**src/rtl/hwpe_stream_package.sv**
```systemverilog
// Shared definitions for the HWPE stream protocol checker: error class bit indices.
package hwpe_stream_package;

  localparam int unsigned SPURIOUS    = 0;
  localparam int unsigned OVERFLOW    = 1;
  localparam int unsigned TIMEOUT     = 2;
  localparam int unsigned NB_TCDM_ERR = 3;

  localparam int unsigned VCR           = 0;
  localparam int unsigned VDR           = 1;
  localparam int unsigned NB_STREAM_ERR = 2;

endpackage

```
**src/rtl/hwpe_stream_tcdm_checker_ch.sv**
```systemverilog
// Per-channel TCDM read checker: in-order queue of response ages plus the
// spurious / overflow / timeout detectors.
module hwpe_stream_tcdm_checker_ch
  import hwpe_stream_package::*;
#(
  parameter int unsigned MAX_LATENCY     = 1,
  parameter int unsigned MAX_OUTSTANDING = 4
) (
  input  logic                   clk_i,
  input  logic                   rst_ni,
  input  logic                   req_i,
  input  logic                   gnt_i,
  input  logic                   wen_i,
  input  logic                   r_valid_i,
  output logic [NB_TCDM_ERR-1:0] events_o
);

  localparam int unsigned AW = $clog2(MAX_LATENCY + 1);
  localparam int unsigned CW = $clog2(MAX_OUTSTANDING + 1);

  typedef logic [AW-1:0] age_t;

  localparam age_t          AgeMax = AW'(MAX_LATENCY);
  localparam logic [CW-1:0] Full   = CW'(MAX_OUTSTANDING);

  // Entry 0 is always the oldest outstanding read.
  age_t [MAX_OUTSTANDING-1:0] age_q, age_d, age_sh;
  logic [CW-1:0]              cnt_q, cnt_d, cnt_rem;
  logic rd_hs, empty, full, pop, spurious, timeout, overflow, push, remove;

  always_comb begin
    rd_hs    = req_i & gnt_i & wen_i;
    empty    = (cnt_q == '0);
    full     = (cnt_q == Full);
    spurious = r_valid_i & empty;
    pop      = r_valid_i & ~empty;
    timeout  = ~r_valid_i & ~empty & (age_q[0] >= AgeMax);
    overflow = rd_hs & full & ~pop;
    push     = rd_hs & ~overflow;
    remove   = pop | timeout;

    // Removal happens before the push so a full queue can accept a read on a pop cycle.
    age_sh  = remove ? (age_q >> AW) : age_q;
    cnt_rem = cnt_q - CW'(remove);
    age_d   = '0;
    for (int i = 0; i < int'(MAX_OUTSTANDING); i++) begin
      if (CW'(i) < cnt_rem) begin
        age_d[i] = (age_sh[i] >= AgeMax) ? AgeMax : age_sh[i] + AW'(1);
      end else if (push && (CW'(i) == cnt_rem)) begin
        age_d[i] = AW'(1);
      end
    end
    cnt_d = cnt_rem + CW'(push);

    events_o           = '0;
    events_o[SPURIOUS] = spurious;
    events_o[OVERFLOW] = overflow;
    events_o[TIMEOUT]  = timeout;
  end

  always_ff @(posedge clk_i or negedge rst_ni) begin
    if (!rst_ni) begin
      age_q <= '0;
      cnt_q <= '0;
    end else begin
      age_q <= age_d;
      cnt_q <= cnt_d;
    end
  end

endmodule

```
**config.mk**
```make
export PLATFORM = sky130hd
export DESIGN_NAME = hwpe_stream_tcdm_checker_ch
export DESIGN_NICKNAME = d
export VERILOG_FILES = /design/src/rtl/hwpe_stream_package.sv /design/src/rtl/hwpe_stream_tcdm_checker_ch.sv
export SDC_FILE = /design/constraint.sdc
export NUM_CORES = 1
export LEC_CHECK = 0
export BUFFER_PORTS_ARGS = -buffer_cell sky130_fd_sc_hd__buf_2
export CELL_PAD_IN_SITES_DETAIL_PLACEMENT = 0
export CELL_PAD_IN_SITES_GLOBAL_PLACEMENT = 1
export CORE_AREA = 2 2 39 41
export DETAILED_ROUTE_END_ITERATION = 12
export DIE_AREA = 0 0 41 43
export MAX_ROUTING_LAYER = met4
export PLACE_DENSITY_LB_ADDON = 0.1
export SLEW_MARGIN = 10
export SYNTH_ARGS = -nofsm -noshare
export SYNTH_HDL_FRONTEND = slang
export SYNTH_SLANG_ARGS = --single-unit
```
**constraint.sdc**
```tcl
create_clock -name clk_i -period 3.2 [get_ports clk_i]
set_clock_uncertainty 0.15 [all_clocks]
set_input_delay 0.48 -clock clk_i [delete_from_list [all_inputs] [get_ports clk_i]]
set_output_delay 0.48 -clock clk_i [all_outputs]
set_load 0.05 [all_outputs]
```
==> run_results.csv, run 1 <==
group,metric,value,unit
clock_tree,cts_made_buffers,3,
clock_tree,h-tree-depth,1,
hold_path,hp-class,"input pin to asynchronous set/reset pin",
grt,grt_max_degree,5,
clock_tree,numClockSinks,4,
grt,grt_usage,7.33,%
timing,fmax,490,MHz
timing,fin_setup_tns,0,ps
route,viasPerCell,3.85,
setup_path,path_class,"register to output port",
final_layout,antenna_cells,0,
power_and_ir_drop,switching_share,41.7,%
timing,slew_violations,0,
clock_tree,root_buffer,"clkbuf_4",
grt,grt_first_pass_wirelength,772,um
final_layout,drive_gt1_share,36.1,%
setup_path,worst_setup_path_end_kind,"output port",
grt,grt_use_met2,9.06,%
yosys,async_reset_ff_share,100,%
route,ant_nets,0,
grt,grt_most_used_layer,"met2",
setup_path,cp-start-kind,"register",
floorplan,start_util,20.3,%
floorplan,pin_count,9,
run,drv_cap,0,
clock_tree,cts_setup_buffers,0,
power_and_ir_drop,switchingPower,0.139,mW
power_and_ir_drop,power_density,949,nW/um^2
clock_tree,insertion_delay,230,ps
floorplan,die_area,1760,sq um
clock_tree,cts_tree,"built",
final_layout,multi_input_area,144,sq um
final_layout,syn2layout_area_growth,24.9,%
grt,grt_util_met1,7.82,%
yosys,avgSynthCellArea,10.4,sq um
clock_tree,cts.repair.resized,0,
final_layout,final_cells,52,
setup_path,cp_max_fo,3,
final_layout,n_fill_cell,155,
placed_design,dp_hpwl,384,um
power_and_ir_drop,vdd_drop_max,0.000324,V
timing,min_period_over_period,63.8,%
grt,overflow,0,
yosys,yosysWarnings,0,
route,initialDrtViolationCount,2,
power_and_ir_drop,comb_power_share,51.0,%
floorplan,core-area,1380,sq um
outcome,status,"complete, no violations",
power_and_ir_drop,intPower,0.194,mW
setup_path,crit_arrival,1410,ps
grt,use_met3,3.14,%
yosys,yosysTopAreaCellShare,35.6,%
clock_tree,ctsHoldBuffers,1,
power_and_ir_drop,p_seq_share,30.5,%
placed_design,portBuffers,8,
setup_path,regToRegStartpoint,"cnt_q[1]",
floorplan,fp.dieH,43,um
yosys,synth-seq-cells,4,
setup_path,r2r_slack,1270,ps
setup_path,r2r-end,"cnt_q[2]",
route,route.vias.total,200,
timing,setup_viol,0,
yosys,yosys-top-cells-count,"dfrtp_1, ha_1, inv_1",
route,drt-wirelength-per-cell,8.98,um
route,drtPass1Iterations,2,
yosys,syn_inst,27,
timing,hold_viol,0,
final_layout,layout.nets,48,
route,totalWireLength,467,um
floorplan,die_x,41,um
yosys,synth.distinct_cells,13,
timing,hold_ws,424,ps
floorplan,fp-row-count,14,
yosys,syn_area,282,sq um
yosys,yosysTopAreaCell,"dfrtp_1",
timing,tightest_slew,312,ps
grt,antenna_found_initial,0,
yosys,ys_seq_area_share,35.6,%
setup_path,rr_worst_depth,7,
yosys,synth_edf_count,0,
placed_design,gp_congestion,0.646,
timing,max_slew_margin,79.0,%
timing,post-route-min-period,2040,ps
clock_tree,clk_transition_reported_paths,40,ps
yosys,synthTopCellsByArea,"dfrtp_1, ha_1, nor4b_4",
placed_design,dpl.cell_count,48,
final_layout,ff_latch_area,100,sq um
timing,grt_setup_unrepaired,"no",
clock_tree,ctsLongestPathBuffers,2,
route,drc,0,
yosys,syn_nets,37,
yosys,ys.flop_type,"dfrtp_1",
setup_path,crit_required,2570,ps
grt,grt_pass1_vias,203,
power_and_ir_drop,leakage,0.181,nW
power_and_ir_drop,pwr-share-clk,18.4,%
## worst max path at each step
stage | startpoint | to | slack, ps | depth (start not counted)
2_1_floorplan | cnt_q[1] | cnt_q[2] | 1410 | 7
3_3_place_gp | r_valid_i | events_o[1] | 1250 | 4
3_5_place_dp | r_valid_i | events_o[1] | 1260 | 4
4_1_cts | cnt_q[1] | events_o[1] | 1150 | 3
5_1_grt | cnt_q[1] | events_o[1] | 1110 | 3
6_report | cnt_q[1] | events_o[1] | 1160 | 3
## metal layers
layer  vias up  part of all wire, %
met5         -                    0
met4         0                    0
met3         0                  4.5
met2         3                   51
met1        91                   45
li1        106                    -
## metrics by stage
step,cell area (sq um),power (mW),util (%),setup WS [ps]
final,352,0.334,25.4,1160
after global routing,352,0.369,25.4,1110
after CTS,352,0.342,25.4,1150
after detailed placement,319,0.276,23.1,1260
after global placement,319,0.280,23.1,1250
after floorplan,282,0.243,-,1410
## critical path, cell delays in order (launching register included)
cell,delay [ps]
dfrtp_1,410
nor4b_4,330
and2b_2,180
buf_2,250
## flip-flops by register name (all words and copies together) (netlist names)
signal	flops
age_q	1
cnt_q	3
## cells in the final DEF (no fill, tap or decap)
cell | Yosys | routed
nor2_1 | 3 | 3
and2b_2 | 1 | 1
buf_2 | 0 | 8
inv_1 | 4 | 4
dfrtp_1 | 4 | 4
xnor2_1 | 2 | 2
and2_1 | 1 | 1
nor3_1 | 1 | 1
nor3b_1 | 1 | 1
ha_1 | 4 | 4
nor4b_4 | 1 | 1
nand3_1 | 1 | 1
clkbuf_4 | 0 | 3
dlygate4sd3_1 | 0 | 1
o2111ai_1 | 1 | 1
## kinds of logic after synthesis
family          count (synthesis)  share of synthesized area (%)
simple gates                    9                           24.0
buf+inv                         7                           13.3
fa+ha+maj                       4                           17.8
flops                           4                           35.6
xor+xnor                        2                           6.22
compound gates                  1                           3.11
## power groups by stage
stage	combinational, mW	sequential [mW]	clock, mW
6_report	0.170	0.102	0.0615
5_1_grt	0.196	0.103	0.0703
4_1_cts	0.175	0.101	0.0647
3_5_place_dp	0.173	0.102	0
3_3_place_gp	0.177	0.103	0
2_1_floorplan	0.145	0.0975	0
## final cells by class
class                      instances  share of cell area [%]
multi-input combinational         16                    40.9
timing repair buffer               9                    14.2
sequential                         4                    28.5
tap                               16                    5.69
inverter                           4                    4.27
clock buffer                       3                    6.41
No activity file was read; power rests on OpenSTA's default activity.
==> run 2: changes to the inputs <==
- ABC_AREA: default -> 1
- clock period: 3.2 -> 1.8 ns (I/O delays scaled with it)
==> run 2 against run 1 <==
Register-to-register slack lost 1200 ps; clock power up 76%; worst hold slack lost 200 ps; total power up 130%; critical path type is now register to register; cell area up 28%; die area unchanged; global-route usage rose by 0.82 points; non-clock buffer count up 2; core utilization rose by 7.1 points; cell count grew 31%.
==> run_results.csv, run 2 <==
group,metric,value,unit
setup_path,path_class,"register to register",
clock_tree,insertion_delay,230,ps
grt,grt_pass1_vias,249,
timing,hold_viol,0,
yosys,ys_seq_area_share,32.4,%
timing,post-route-min-period,1700,ps
timing,min_period_over_period,94.5,%
timing,fmax,588,MHz
final_layout,drive_gt1_share,50.0,%
final_layout,n_fill_cell,152,
yosys,ys.flop_type,"dfrtp_1",
timing,max_slew_margin,83.4,%
grt,antenna_found_initial,0,
floorplan,start_util,22.3,%
timing,slew_violations,0,
floorplan,fp.dieH,43,um
final_layout,ff_latch_area,100,sq um
setup_path,cp-start-kind,"register",
yosys,syn_nets,51,
final_layout,top_register,"cnt_q",
route,drc,0,
clock_tree,clk_transition_reported_paths,40,ps
yosys,yosys-top-cells-count,"inv_1, nand2_1, dfrtp_1, ha_1, nand2_2",
final_layout,layout.nets,64,
final_layout,largest_reg_flops,3,
power_and_ir_drop,leakage,0.235,nW
floorplan,pin_count,9,
final_layout,final_common_cell,"inv_1",
yosys,synth.distinct_cells,11,
grt,overflow,0,
grt,grt_usage,8.15,%
timing,fin_ws,98.8,ps
timing,tightest_slew,251,ps
setup_path,worst_setup_path_end_kind,"register",
placed_design,gp_congestion,0.640,
power_and_ir_drop,vdd_drop_max,0.000783,V
final_layout,layout_common_cells,"inv_1, buf_2, nand2_1",
grt,grt_max_degree,5,
timing,hold_ws,226,ps
route,viasPerCell,3.82,
clock_tree,numClockSinks,4,
route,ant_nets,0,
placed_design,portBuffers,8,
placed_design,pre_cts_ws,10.0,ps
clock_tree,root_buffer,"clkbuf_4",
power_and_ir_drop,power_density,1740,nW/um^2
yosys,synth_edf_count,0,
floorplan,fp-row-count,14,
grt,grt_first_pass_wirelength,869,um
yosys,syn_area,309,sq um
final_layout,syn2layout_area_growth,45.3,%
yosys,synth.most_common_cell,"inv_1",
timing,setup_viol,0,
floorplan,core-area,1380,sq um
placed_design,dp_hpwl,448,um
timing,fin_setup_tns,0,ps
route,initialDrtViolationCount,2,
clock_tree,ctsLongestPathBuffers,2,
outcome,status,"complete, no violations",
clock_tree,h-tree-depth,1,
yosys,yosysWarnings,0,
floorplan,die_x,41,um
hold_path,hp-class,"input pin to asynchronous set/reset pin",
yosys,yosysTopAreaCell,"dfrtp_1",
yosys,yosysTopAreaCellShare,32.4,%
yosys,avgSynthCellArea,7.54,sq um
yosys,synth-seq-cells,4,
route,route.vias.total,260,
yosys,async_reset_ff_share,100,%
setup_path,crit_required,1770,ps
final_layout,final_cells,68,
route,totalWireLength,519,um
run,drv_cap,0,
final_layout,largestRegisters,"cnt_q x3, age_q x1",
route,drtPass1Iterations,4,
clock_tree,cts_made_buffers,3,
final_layout,antenna_cells,0,
floorplan,die_area,1760,sq um
clock_tree,cts_setup_buffers,0,
placed_design,dpl.cell_count,64,
setup_path,crit_arrival,1670,ps
final_layout,multi_input_area,204,sq um
route,drt-wirelength-per-cell,7.63,um
setup_path,cp_max_fo,2,
clock_tree,cts_tree,"built",
yosys,synthTopCellsByArea,"dfrtp_1, ha_1, inv_1",
yosys,syn_inst,41,
-- run 2: changes by cell type after synthesis, sizes merged, moves of 2 or more --
cell,delta
nand2,+11
inv,+6
xnor2,-2
nor2,+3
-- run 2: metrics by stage --
step	total power, mW	instance area (sq um)	util [%]
after floorplan	0.478	309	-
after global placement	0.556	362	26.1
after detailed placement	0.564	362	26.1
after CTS	0.679	394	28.5
after global routing	0.881	449	32.5
final	0.782	449	32.5
-- run 2: logic make-up after synthesis --
kind of cell	Yosys count	synth area share (%)
adder cells (fa/ha/maj)	4	16.2
buffers and inverters	13	19.4
AO/OA/AOI/OAI	1	2.43
flip-flops	4	32.4
AND/OR/NAND/NOR	19	29.6
-- run 2: worst max-delay path: stages (launching register included) --
cell     delay, ps
dfrtp_1        380
nor2_2         120
nand2_1         70
o21a_1         130
ha_4           270
inv_1           50
ha_4           160
ha_4           150
nand3_2         60
nand2_1         50
-- run 2: metal layers --
| layer | GRT usage, % | part of all wire [%] | vias to the layer above |
|---|---|---|---|
| met4 | 10.0 | 0 | 0 |
| met2 | 11.9 | 55 | 4 |
| met1 | 7.47 | 40 | 117 |
| met5 | - | 0 | - |
| met3 | 1.57 | 4.4 | 0 |
| li1 | - | - | 139 |
-- run 2: final timing paths --
check | depth (start not counted) | startpoint | slack (ps) | end
min | 2 | rst_ni | 230 | age_q[0]
max | 9 | cnt_q[0] | 100 | cnt_q[2]
max reg2reg | 9 | cnt_q[0] | 100 | cnt_q[2]
min in group clk_i | 5 | gnt_i | 260 | age_q[0]
max in group asynchronous | 2 | rst_ni | 1150 | cnt_q[1]
min reg2reg | 3 | cnt_q[2] | 470 | cnt_q[2]
-- run 2: final cells by class --
cell class / count / area share, %
Multi-Input combinational cell: 24 / 45.4
Sequential cell: 4 / 22.3
Timing Repair Buffer: 11 / 14.5
Inverter: 10 / 8.36
Clock buffer: 3 / 5.01
Tap cell: 16 / 4.46
-- run 2: where the power goes --
group / internal, mW / leakage, nW / switching (mW) / total, mW
registers: 0.137 / 0.0451 / 0.0257 / 0.163
logic: 0.226 / 0.176 / 0.286 / 0.511
clock network: 0.0743 / 0.0138 / 0.0334 / 0.108
-- run 2: repair_timing --
| action | 4_1_cts | 5_1_grt |
|---|---|---|
| hold buffers | 1 | 0 |
| setup endpoints to repair | 0 | 2 |
| endpoints found under the hold margin | 4 | 0 |
| gates resized for setup | 0 | 8 |
==> run 3: changes to the inputs <==
- GPL_TIMING_DRIVEN: default -> 0
==> run 3 against run 2 <==
Worst setup slack lost 25 ps; sequential power is essentially flat; critical path depth is the same; total power shrank 1.5%; combinational power shrank 3%; cell count grew 4.4%; worst hold slack lost 2.5 ps; register-to-register slack lost 30 ps; routed wire length grew 4.2%; non-clock buffer count grew 3; critical path type unchanged; critical endpoint unchanged; largest power group unchanged; highest routed layer is now met4.
==> run_results.csv, run 3 (synthesized netlist as in run 2, its figures left out) <==
group,metric,value,unit
outcome,status,"complete, no violations",
final_layout,final_cells,71,
route,totalWireLength,541,um
power_and_ir_drop,switchingPower,0.325,mW
route,drc,0,
floorplan,die_area,1760,sq um
grt,antenna_found_initial,0,
timing,grt_setup_unrepaired,"no",
floorplan,fp.dieH,43,um
clock_tree,h-tree-depth,1,
timing,min_period_over_period,95.9,%
setup_path,path_class,"register to register",
timing,tightest_slew,146,ps
final_layout,largestRegisters,"cnt_q x3, age_q x1",
final_layout,top_register,"cnt_q",
timing,post-route-min-period,1730,ps
final_layout,n_fill_cell,155,
floorplan,pin_count,9,
run,drv_cap,0,
route,drt-wirelength-per-cell,7.62,um
final_layout,drive_gt1_share,50.9,%
route,initialDrtViolationCount,3,
setup_path,worst_setup_path_end_kind,"register",
clock_tree,cts_made_buffers,3,
placed_design,dp_hpwl,457,um
power_and_ir_drop,switching_share,42.1,%
final_layout,final_common_cell,"inv_1",
route,viasPerCell,3.82,
power_and_ir_drop,vdd_drop_max,0.000601,V
power_and_ir_drop,power_density,1680,nW/um^2
final_layout,fin_area,458,sq um
timing,setup_viol,0,
clock_tree,ctsLongestPathBuffers,2,
grt,grt_max_degree,5,
timing,fin_ws,73.6,ps
placed_design,postPlaceCellArea,369,sq um
clock_tree,cts_tree,"built",
setup_path,cp-start-kind,"register",
timing,fmax,579,MHz
power_and_ir_drop,comb_power_share,64.7,%
final_layout,layout.nets,67,
placed_design,dpl.cell_count,65,
final_layout,largest_reg_flops,3,
timing,fin_setup_tns,0,ps
placed_design,gp_congestion,0.612,
power_and_ir_drop,pwr-share-clk,14.3,%
final_layout,syn2layout_area_growth,48.2,%
floorplan,die_x,41,um
route,drtPass1Iterations,2,
floorplan,fp-row-count,14,
hold_path,hp-class,"input pin to asynchronous set/reset pin",
floorplan,start_util,22.3,%
floorplan,core-area,1380,sq um
placed_design,portBuffers,8,
grt,overflow,0,
timing,slew_violations,0,
grt,grt_usage,8.36,%
power_and_ir_drop,intPower,0.446,mW
power_and_ir_drop,leakage,0.249,nW
final_layout,layout_common_cells,"inv_1, nand2_1, buf_4",
clock_tree,numClockSinks,4,
clock_tree,root_buffer,"clkbuf_4",
setup_path,crit_arrival,1700,ps
route,route.vias.total,271,
route,ant_nets,0,
grt,grt_first_pass_wirelength,890,um
placed_design,pre_cts_ws,-43.0,ps
timing,max_slew_margin,90.3,%
power_and_ir_drop,p_seq_share,21.0,%
final_layout,ff_latch_area,100,sq um
grt,grt_pass1_vias,248,
timing,hold_viol,0,
setup_path,crit_required,1770,ps
final_layout,multi_input_area,179,sq um
clock_tree,clk_transition_reported_paths,40,ps
setup_path,cp_max_fo,2,
final_layout,antenna_cells,0,
clock_tree,insertion_delay,230,ps
-- run 3: cell types whose count changed in the layout (fill, tap and decap cells not counted), sizes merged --
cell  before  now
buf       10   13
-- run 3: power by group through the flow --
stage / combinational (mW) / clock [mW] / sequential [mW]
finish: 0.498 / 0.110 / 0.162
global route: 0.578 / 0.126 / 0.166
CTS: 0.453 / 0.116 / 0.163
detailed placement: 0.385 / 0 / 0.164
global placement: 0.378 / 0 / 0.165
floorplan: 0.319 / 0 / 0.159
-- run 3: area by class of cell --
cell class	instances	area share, %
multi-input cells	24	39.1
flip-flops and latches	4	21.9
repair buffers	11	16.7
inverters	10	8.20
clock buffers	3	4.92
plain buffers	3	4.92
well taps	16	4.37
-- run 3: metrics by stage --
stage                     hold slack, ps  utilization, %  total power, mW
final                                224            33.1            0.770
after global routing                 236            33.1            0.870
after CTS                            218            31.4            0.732
after detailed placement           -68.0            26.7            0.549
after global placement             -71.5            26.7            0.542
after floorplan                     -176               -            0.478
-- run 3: path summary, 6_finish.rpt --
| check | start | to | slack [ps] | cells past startpoint |
|---|---|---|---|---|
| worst max-delay path | cnt_q[1] | cnt_q[2] | 70 | 9 |
| worst min-delay path | rst_ni | cnt_q[0] | 220 | 2 |
| worst max register to register | cnt_q[1] | cnt_q[2] | 70 | 9 |
| worst min register to register | cnt_q[2] | cnt_q[2] | 450 | 3 |
| max in group asynchronous | rst_ni | cnt_q[1] | 1150 | 2 |
| min in group clk_i | r_valid_i | age_q[0] | 250 | 5 |
-- run 3: critical path: stages, from the launching register on --
cell and delay, ps:
dfrtp_1 380, nor2_2 120, nand2_1 80, o21a_1 130, ha_4 270, inv_1 40
ha_2 160, ha_2 170, nand3_1 80, nand2_1 50
-- run 3: repair_timing --
item,in CTS,in global routing
hold buffers,1,0
setup buffers,2,0
gates resized for setup,4,7
pin swaps,5,4
endpoints found under the setup margin,1,4
hold endpoints to repair,4,0
-- run 3: metal layers --
layer  wire (um)  track usage [%]  part of all wire [%]
met5           0                -                     0
met4          25             8.00                   4.6
met3          27             3.14                   5.0
met2         294             12.2                    54
met1         192             7.79                    35
